### src/rtl/dmem_arbiter_pkg.sv
// Shared types and defaults for the data-memory arbiter.
// FSM state encodings, parameter defaults, counter width helper.
package dmem_arbiter_pkg;

  typedef enum logic [1:0] {
    ARB_IDLE = 2'd0,
    ARB_CORE = 2'd1,
    ARB_EXT  = 2'd2
  } arb_state_t;

  localparam int DEF_WAIT_CYCLES     = 1;
  localparam int DEF_MAX_CORE_STREAK = 4;

  // Bits needed to hold 0..n-1, never less than 1.
  function automatic int cnt_width(input int n);
    return (n > 1) ? $clog2(n) : 1;
  endfunction

endpackage

### src/rtl/dmem_arb_wait_cnt.sv
// Wait-state counter: cleared while idle, counts 0..WAIT_CYCLES.
// Ports: i_clk, i_rst, i_clr (load 0), i_en (count), o_tc (last cycle).
module dmem_arb_wait_cnt
  import dmem_arbiter_pkg::*;
#(
  parameter int WAIT_CYCLES = DEF_WAIT_CYCLES
) (
  input  logic i_clk,
  input  logic i_rst,
  input  logic i_clr,
  input  logic i_en,
  output logic o_tc
);

  localparam int CW = cnt_width(WAIT_CYCLES + 1);

  logic [CW-1:0] cnt_q;
  logic [CW-1:0] cnt_d;

  assign o_tc = (cnt_q == CW'(WAIT_CYCLES));

  // Saturates at the terminal count until cleared.
  always_comb begin
    cnt_d = cnt_q;
    if (i_clr)
      cnt_d = '0;
    else if (i_en && !o_tc)
      cnt_d = cnt_q + CW'(1);
  end

  always_ff @(posedge i_clk or posedge i_rst) begin
    if (i_rst)
      cnt_q <= '0;
    else
      cnt_q <= cnt_d;
  end

endmodule

### src/rtl/dmem_arbiter.sv
// Arbitrates the single-port data memory between core MEM stage and an
// external master. Ports: core req/we/addr/wdata in, stall/rdata/done out;
// ext req/we/addr/wdata in, rdata/ack out; memory en/we/addr/wdata out,
// r_data in.
module dmem_arbiter
  import dmem_arbiter_pkg::*;
#(
  parameter int WIDTH           = 32,
  parameter int ADDR_W          = 32,
  parameter int WAIT_CYCLES     = DEF_WAIT_CYCLES,
  parameter int MAX_CORE_STREAK = DEF_MAX_CORE_STREAK
) (
  input  logic              i_clk,
  input  logic              i_rst,
  input  logic              i_core_req,
  input  logic              i_core_we,
  input  logic [ADDR_W-1:0] i_core_addr,
  input  logic [WIDTH-1:0]  i_core_wdata,
  output logic              o_core_stall,
  output logic [WIDTH-1:0]  o_core_rdata,
  output logic              o_core_done,
  input  logic              i_ext_req,
  input  logic              i_ext_we,
  input  logic [ADDR_W-1:0] i_ext_addr,
  input  logic [WIDTH-1:0]  i_ext_wdata,
  output logic [WIDTH-1:0]  o_ext_rdata,
  output logic              o_ext_ack,
  output logic              o_en,
  output logic              o_we,
  output logic [ADDR_W-1:0] o_d_add,
  output logic [WIDTH-1:0]  o_w_data,
  input  logic [WIDTH-1:0]  i_r_data
);

  localparam int SW = cnt_width(MAX_CORE_STREAK + 1);
  localparam logic [SW-1:0] SMAX = SW'(MAX_CORE_STREAK);

  arb_state_t        state_q;
  logic              en_q;
  logic              we_q;
  logic [ADDR_W-1:0] addr_q;
  logic [WIDTH-1:0]  wdata_q;
  logic [WIDTH-1:0]  core_rdata_q;
  logic [WIDTH-1:0]  ext_rdata_q;
  logic              core_done_q;
  logic              ext_ack_q;
  logic [SW-1:0]     streak_q;
  logic [SW-1:0]     streak_d;

  logic tc;
  logic pick_core;
  logic pick_ext;
  logic grant_core;
  logic grant_ext;

  dmem_arb_wait_cnt #(
    .WAIT_CYCLES(WAIT_CYCLES)
  ) u_wait_cnt (
    .i_clk(i_clk),
    .i_rst(i_rst),
    .i_clr(state_q == ARB_IDLE),
    .i_en (1'b1),
    .o_tc (tc)
  );

  // The winner is chosen on raw requests; a winner that just
  // completed (done/ack cycle) is held off for one cycle rather than
  // handing the slot to the loser, so the streak bound is what
  // decides when the external port gets in.
  always_comb begin
    pick_ext   = i_ext_req & (~i_core_req | (streak_q == SMAX));
    pick_core  = i_core_req & ~pick_ext;
    grant_core = pick_core & ~core_done_q;
    grant_ext  = pick_ext & ~ext_ack_q;
  end

  always_comb begin
    streak_d = '0;
    if (i_ext_req)
      streak_d = (streak_q == SMAX) ? streak_q : streak_q + SW'(1);
  end

  always_ff @(posedge i_clk or posedge i_rst) begin
    if (i_rst) begin
      state_q      <= ARB_IDLE;
      en_q         <= 1'b0;
      we_q         <= 1'b0;
      addr_q       <= '0;
      wdata_q      <= '0;
      core_rdata_q <= '0;
      ext_rdata_q  <= '0;
      core_done_q  <= 1'b0;
      ext_ack_q    <= 1'b0;
      streak_q     <= '0;
    end else begin
      core_done_q <= 1'b0;
      ext_ack_q   <= 1'b0;
      unique case (state_q)
        ARB_IDLE: begin
          if (grant_core) begin
            state_q  <= ARB_CORE;
            en_q     <= 1'b1;
            we_q     <= i_core_we;
            addr_q   <= i_core_addr;
            wdata_q  <= i_core_wdata;
            streak_q <= streak_d;
          end else if (grant_ext) begin
            state_q  <= ARB_EXT;
            en_q     <= 1'b1;
            we_q     <= i_ext_we;
            addr_q   <= i_ext_addr;
            wdata_q  <= i_ext_wdata;
            streak_q <= '0;
          end
        end
        ARB_CORE: begin
          if (tc) begin
            state_q     <= ARB_IDLE;
            en_q        <= 1'b0;
            we_q        <= 1'b0;
            core_done_q <= 1'b1;
            if (!we_q)
              core_rdata_q <= i_r_data;
          end
        end
        ARB_EXT: begin
          if (tc) begin
            state_q   <= ARB_IDLE;
            en_q      <= 1'b0;
            we_q      <= 1'b0;
            ext_ack_q <= 1'b1;
            if (!we_q)
              ext_rdata_q <= i_r_data;
          end
        end
        default: begin
          state_q <= ARB_IDLE;
          en_q    <= 1'b0;
          we_q    <= 1'b0;
        end
      endcase
    end
  end

  assign o_core_stall = i_core_req & ~core_done_q;
  assign o_core_rdata = core_rdata_q;
  assign o_core_done  = core_done_q;
  assign o_ext_rdata  = ext_rdata_q;
  assign o_ext_ack    = ext_ack_q;
  assign o_en         = en_q;
  assign o_we         = we_q;
  assign o_d_add      = addr_q;
  assign o_w_data     = wdata_q;

endmodule
### config.mk
export PLATFORM = sky130hd
export DESIGN_NAME = dmem_arbiter
export DESIGN_NICKNAME = d
export VERILOG_FILES = /design/src/rtl/dmem_arbiter_pkg.sv /design/src/rtl/dmem_arb_wait_cnt.sv /design/src/rtl/dmem_arbiter.sv
export SDC_FILE = /design/constraint.sdc
export NUM_CORES = 1
export LEC_CHECK = 0
export ABC_CLOCK_PERIOD_IN_PS = 5800
export BUFFER_PORTS_ARGS = -buffer_cell sky130_fd_sc_hd__buf_4
export CAP_MARGIN = 20
export CORE_UTILIZATION = 31
export DETAILED_ROUTE_END_ITERATION = 10
export RECOVER_POWER = 100
export REMOVE_ABC_BUFFERS = 1
export SLEW_MARGIN = 30
export SYNTH_ARGS = -nofsm -noshare
export SYNTH_HDL_FRONTEND = slang
export SYNTH_HIERARCHICAL = 1
export SYNTH_SLANG_ARGS = --single-unit
export TNS_END_PERCENT = 50
### constraint.sdc
create_clock -name i_clk -period 5.8 [get_ports i_clk]
set_input_delay 1.45 -clock i_clk [delete_from_list [all_inputs] [get_ports i_clk]]
set_output_delay 1.45 -clock i_clk [all_outputs]
set_load 0.02 [all_outputs]
# Yosys cells after proc, flatten, opt, wreduce, memory -nomap -nowiden
# Index checks and enable logic that the tools add are counted.
dict set report totals {
  register_bits 138
  output_inout_bits 133
  wordCells 62
  input_bits 166
}
dict set report op_classes {
  bitwise_logic 11
  eq_ne 6
  n_mux 24
  n_reduce_logical 8
  addsub 2
}
# operator count
set op_table {}
lappend op_table {{$mux W32} 4}
lappend op_table {{$mux W3} 4}
lappend op_table {{$mux W1} 10}
lappend op_table {{$reduce_and A3 Y1} 3}
lappend op_table {{$mux W2} 3}
lappend op_table {{$ne A3 B3 Y1 const B} 2}
lappend op_table {{$and A1 B1 Y1} 5}
lappend op_table {{$not A1 Y1} 5}
lappend op_table {{$pmux W1 S2} 2}
lappend op_table {{$pmux W2 S2} 1}
lappend op_table {{$reduce_and A2 Y1} 2}
lappend op_table {{$add A3 B1 Y3 const B} 1}
lappend op_table {{$eq A3 B3 Y1 const B} 1}
lappend op_table {{$eq A2 B1 Y1 const B} 1}
lappend op_table {{$eq A2 B2 Y1 const B} 1}
lappend op_table {{$logic_not A2 Y1} 1}
lappend op_table {{$ne A2 B1 Y1 const B} 1}
lappend op_table {{$reduce_bool A2 Y1} 1}
lappend op_table {{$reduce_or A2 Y1} 1}
lappend op_table {{$add A1 B1 Y1 const B} 1}
lappend op_table {{$or A1 B1 Y1} 1}

# Depth between registers and ports, before layout
dict set report depth {
  depth_word 8
  ltp_mapped 9
  depth_no_buf 6
}

# Cells and area by module
# The synthesis kept the hierarchy.
# mod cells_each seq_area_each_um2 n_inst area_each_um2
set modules_own_cells {}
lappend modules_own_cells {dmem_arbiter 416 3428.3 1 5780.5}
lappend modules_own_cells {dmem_arb_wait_cnt 3 25.0 1 38.8}

# Least setup slack after synthesis
# Ideal clock, no wire load.
dict set report synth_timing {
  kind {input -> output}
  start {input port i_core_req}
  end {output port o_core_stall}
  arrival_time_ns 1.658
  required_time_ns 4.350
  path_buffers 0
  path_stages 2
  path_slack_ns 2.692
  path_cell_list {nand2b_1 inv_1}
}
dict set report synth_via {
  elab_chain_cells 1
}
# item line
set synth_rtl {}
lappend synth_rtl {{from (decl)} dmem_arbiter.sv:15} ;# input logic i_core_req,
lappend synth_rtl {{$and A1 B1 Y1} dmem_arbiter.sv:145} ;# assign o_core_stall = i_core_req & ~core_done_q;
lappend synth_rtl {{to (decl)} dmem_arbiter.sv:19} ;# output logic o_core_stall,
# Every way passes these cells.

# Final worst setup path
dict set report layout_timing {
  start {input port i_ext_req}
  end {register addr_q[26], in the netlist o_d_add[26]}
}
dict set report layout_via {
  elab_chain_cells 6
  elab_cells_between_ends 8
}
# item line
set layout_rtl {}
lappend layout_rtl {{from (decl)} dmem_arbiter.sv:22} ;# input logic i_ext_req,
lappend layout_rtl {{$and A1 B1 Y1 (*)} dmem_arbiter.sv:71} ;# pick_ext = i_ext_req & (~i_core_req | (streak_q == SMAX));
lappend layout_rtl {{$not A1 Y1} dmem_arbiter.sv:72} ;# pick_core = i_core_req & ~pick_ext;
lappend layout_rtl {{$and A1 B1 Y1} dmem_arbiter.sv:72}
lappend layout_rtl {{$and A1 B1 Y1} dmem_arbiter.sv:73} ;# grant_core = pick_core & ~core_done_q;
lappend layout_rtl {{$reduce_bool A2 Y1 (no line)} -}
lappend layout_rtl {{$reduce_and A2 Y1 (no line)} -}
lappend layout_rtl {{to (signal assigned)} dmem_arbiter.sv:104} ;# addr_q <= i_core_addr;
lappend layout_rtl {{to (signal assigned)} dmem_arbiter.sv:111} ;# addr_q <= i_ext_addr;
lappend layout_rtl {{to (decl)} dmem_arbiter.sv:41} ;# logic [ADDR_W-1:0] addr_q;
# Every way passes the cells marked *; elsewhere a longest branch is shown, timed or not.
# A chain may end at the register's enable or synchronous reset.

==> qor_table.md <==
| Item | This run |
|---|---|
| Area used by multi-input combinational logic | 1990 um2 |
| Total setup buffers inserted after CTS | 0 |
| Drt wl/cell | 17.8 um |
| Clock-pin slew on the worst setup and hold paths | 0.06 ns |
| Seq cells post-synth | 138 |
| Layout net count | 877 |
| Initial DRC Count | 167 |
| Cell taking the most area after synthesis | sky130_fd_sc_hd__dfrtp_1 |
| Die Area | 19,300 um2 |
| Synth area leaders | sky130_fd_sc_hd__dfrtp_1 (59%), sky130_fd_sc_hd__mux2_2 (12%), sky130_fd_sc_hd__o22ai_1 (7.1%) |
| Maximum number of pins on one net before global-route repair | 102 |
| Maximum Capacitance Violations | 3 |
| Total gr overflow | 0 |
| Fill cell instance count of the final layout | 1,809 |
| Routed vias | 4,686 |
| Final worst path period share | 0.617 |
| Proportion of netlist area held by the largest area contributor | 0.593 |
| I/O pin count | 299 |
| Result of the run | complete, but fails checks |
| Die outline height | 139 um |
| Clock tree from TritonCTS | done |
| Post-layout min period | 3.58 ns |
| Type of origin of the critical path | primary input |
| Overall power consumption | 5.05 mW |
| Vias per cell | 4.94 |
| Floorplan row count | 49 |
| Placeable core area | 18,200 um2 |
| Count of cells resized by post-cts repair | 0 |
| Static leakage | 3.57 nW |
| Latest clock arrival within the worst-skew pair | 0.42 ns |
| Area of all sequential standard cells | 3450 um2 |
| Critical Path Fanout Max | 64 |
| Clock sink count | 138 |
| Area of placed instances | 8220 um2 |
| Sequential cell area fraction in the yosys report | 0.593 |
| Violations in the final reports | design-rule violations, max-capacitance violations, max-slew violations |
| Fin Setup TNS | 0 ns |
| Unrepaired setup endpoints after global routing | false |
| Final Hold Viols | 0 |
| Num CTS Buffers | 17 |
| Post-Syn Area | 5820 um2 |
| Total power density per cell area | 621 nW/um2 |
| Setup slack after layout | 2.22 ns |
| Drt drc | 25 |
| Fmax | 0.280 GHz |
| Crit path arrival time | 3.90 ns |
| ANT nets after route | 0 |
| Worst setup slack after placement | 2.42 ns |
| Area added between synthesis and finish | 39.8% |
| Clock tree skew after final layout | 0.0111 ns |
| CTS hold repair buffers | 0 |
| Leading cell types in the layout, fill and taps excluded | sky130_fd_sc_hd__buf_4 (164), sky130_fd_sc_hd__clkbuf_1 (139), sky130_fd_sc_hd__dfrtp_1 (138), sky130_fd_sc_hd__o22ai_1 (66), sky130_fd_sc_hd__mux2_2 (64) |
| Post-synth cell types | 31 |
| Global-route wire length before repair | 26,900 um |
| Max-slew violations | 104 |
| Routability Congestion | 0.783 |
| Detailed-route wire length | 16,900 um |
| Number of global-route vias before repair | 5,185 |
| DR pass1 iterations | 8 |
| Final core utilization | 0.447 |
| Antenna violations before repair | 0 |
| Total global-route track usage | 0.178 |
| Gate count after technology mapping | 419 |
| Transition time of the tightest slew-check pin | 1.97 ns |
| Required time of the critical path | 6.13 ns |
| Sum of net half-perimeters after detailed placement | 11,900 um |
| Hold Path Class | register to register |
| Worst slew margin relative to its limit | -0.313 |
| Die W | 139 um |
| Crit path capture type | register |
| Final setup viols | 0 |
| Final antenna diode count | 0 |
| Max H-tree Level | 4 |
| Ratio of cells with drive above 1 in the final layout | 0.374 |
| Maximum clock path buffer count | 2 |
| Number of buffers added on ports | 298 |
| Root buffer cell | sky130_fd_sc_hd__clkbuf_16 |
| Average cell area after synthesis | 13.9 um2 |
| VDD IR max | 0.000292 V |
| Post-Layout Inst Area | 8130 um2 |
| Commonest non-fill, non-tap cell in the layout | sky130_fd_sc_hd__buf_4 |
| Warnings from Yosys | 6 |
| Kind of critical path | primary input to register |
| Initial Utilization | 0.320 |
==> registers in the layout, indices dropped and copies added (netlist names), 2 cells and up <==
signal	flops
o_w_data	32
o_d_add	32
o_core_rdata	32
streak_q	3
state_q	2
o_ext_rdata	32
==> cell type report <==
type / instances / area share
clock buffer: 19 / 0.0545
multi-input combinational: 235 / 0.245
tap: 229 / 0.0352
sequential: 138 / 0.425
timing repair buffer: 305 / 0.219
inverter: 9 / 0.00508
clock inverter: 13 / 0.0165
==> where the power goes <==
group	total [mW]	internal, mW	leakage, nW	switching [mW]
registers	1.72	1.45	1.59	0.265
logic	2.28	0.900	1.70	1.38
clock network	1.06	0.615	0.279	0.441
total	5.05	2.97	3.57	2.08
==> routing by layer <==
layer / global-route usage / share of wire
met1: 0.187 / 0.37
met2: 0.300 / 0.49
met3: 0.0915 / 0.12
met4: 0.0754 / 0.020
met5: 0 / 0
==> through the flow <==
step / hold WS (ns) / cells
2_1_floorplan: 0.488 / 382
3_3_place_gp: 0.479 / 915
3_5_place_dp: 0.487 / 915
4_1_cts: 0.501 / 947
5_1_grt: 0.510 / 948
6_report: 0.496 / 948
==> path summary, 6_finish.rpt <==
path / from / to / slack [ns] / cells after the start
max in group asynchronous: i_rst / o_w_data[6] / 2.35 / 3
min: o_en / o_en / 0.50 / 1
min reg2reg: o_en / o_en / 0.50 / 1
min in group asynchronous: i_rst / u_wait_cnt/o_tc / 0.96 / 2
max reg2reg: state_q[1] / o_d_add[26] / 2.34 / 5
max: i_ext_req / o_d_add[26] / 2.22 / 6
==> logic make-up (layout without fill, tap and decap cells) <==
logic type / after synthesis / count (layout) / synth area share
compound gates: 143 / 143 / 0.212
fa+ha+maj: 5 / 5 / 0.0108
buf+inv: 46 / 346 / 0.0387
flops: 138 / 138 / 0.593
mux: 65 / 65 / 0.126
other cells: 1 / 1 / 0.000644
simple gates: 21 / 21 / 0.0194
==> worst max-delay path, stage by stage <==
cell                        delay (ns)
sky130_fd_sc_hd__clkbuf_1         0.11
sky130_fd_sc_hd__and3_1           0.18
sky130_fd_sc_hd__or2_2            0.28
sky130_fd_sc_hd__a21boi_0         0.46
sky130_fd_sc_hd__clkbuf_2         1.11
sky130_fd_sc_hd__a2bb2oi_1        0.23
==> synthesized netlist by cell type <==
library cell / n
sky130_fd_sc_hd__or2_1: 1
sky130_fd_sc_hd__o22ai_1: 66
sky130_fd_sc_hd__a2bb2oi_2: 27
sky130_fd_sc_hd__inv_1: 9
sky130_fd_sc_hd__nand2b_1: 3
sky130_fd_sc_hd__nor2b_1: 2
sky130_fd_sc_hd__or2_0: 1
sky130_fd_sc_hd__a41oi_1: 1
sky130_fd_sc_hd__nand3b_1: 1
sky130_fd_sc_hd__a21boi_1: 1
sky130_fd_sc_hd__nand2_1: 4
sky130_fd_sc_hd__clkbuf_1: 11
sky130_fd_sc_hd__conb_1: 1
sky130_fd_sc_hd__a21oi_1: 4
sky130_fd_sc_hd__nand3_1: 2
sky130_fd_sc_hd__a21boi_2: 1
sky130_fd_sc_hd__mux2_2: 64
sky130_fd_sc_hd__buf_2: 18
sky130_fd_sc_hd__buf_1: 4
sky130_fd_sc_hd__nor2_1: 3
sky130_fd_sc_hd__ha_1: 5
sky130_fd_sc_hd__buf_6: 4
sky130_fd_sc_hd__o22a_1: 1
sky130_fd_sc_hd__a22oi_1: 1
sky130_fd_sc_hd__o21ba_1: 1
sky130_fd_sc_hd__mux2i_1: 1
sky130_fd_sc_hd__and3_1: 1
sky130_fd_sc_hd__o21ai_0: 3
sky130_fd_sc_hd__a2bb2oi_1: 37
sky130_fd_sc_hd__dfrtp_1: 138
sky130_fd_sc_hd__and2_1: 3
Power figures use the tool's default switching activity.
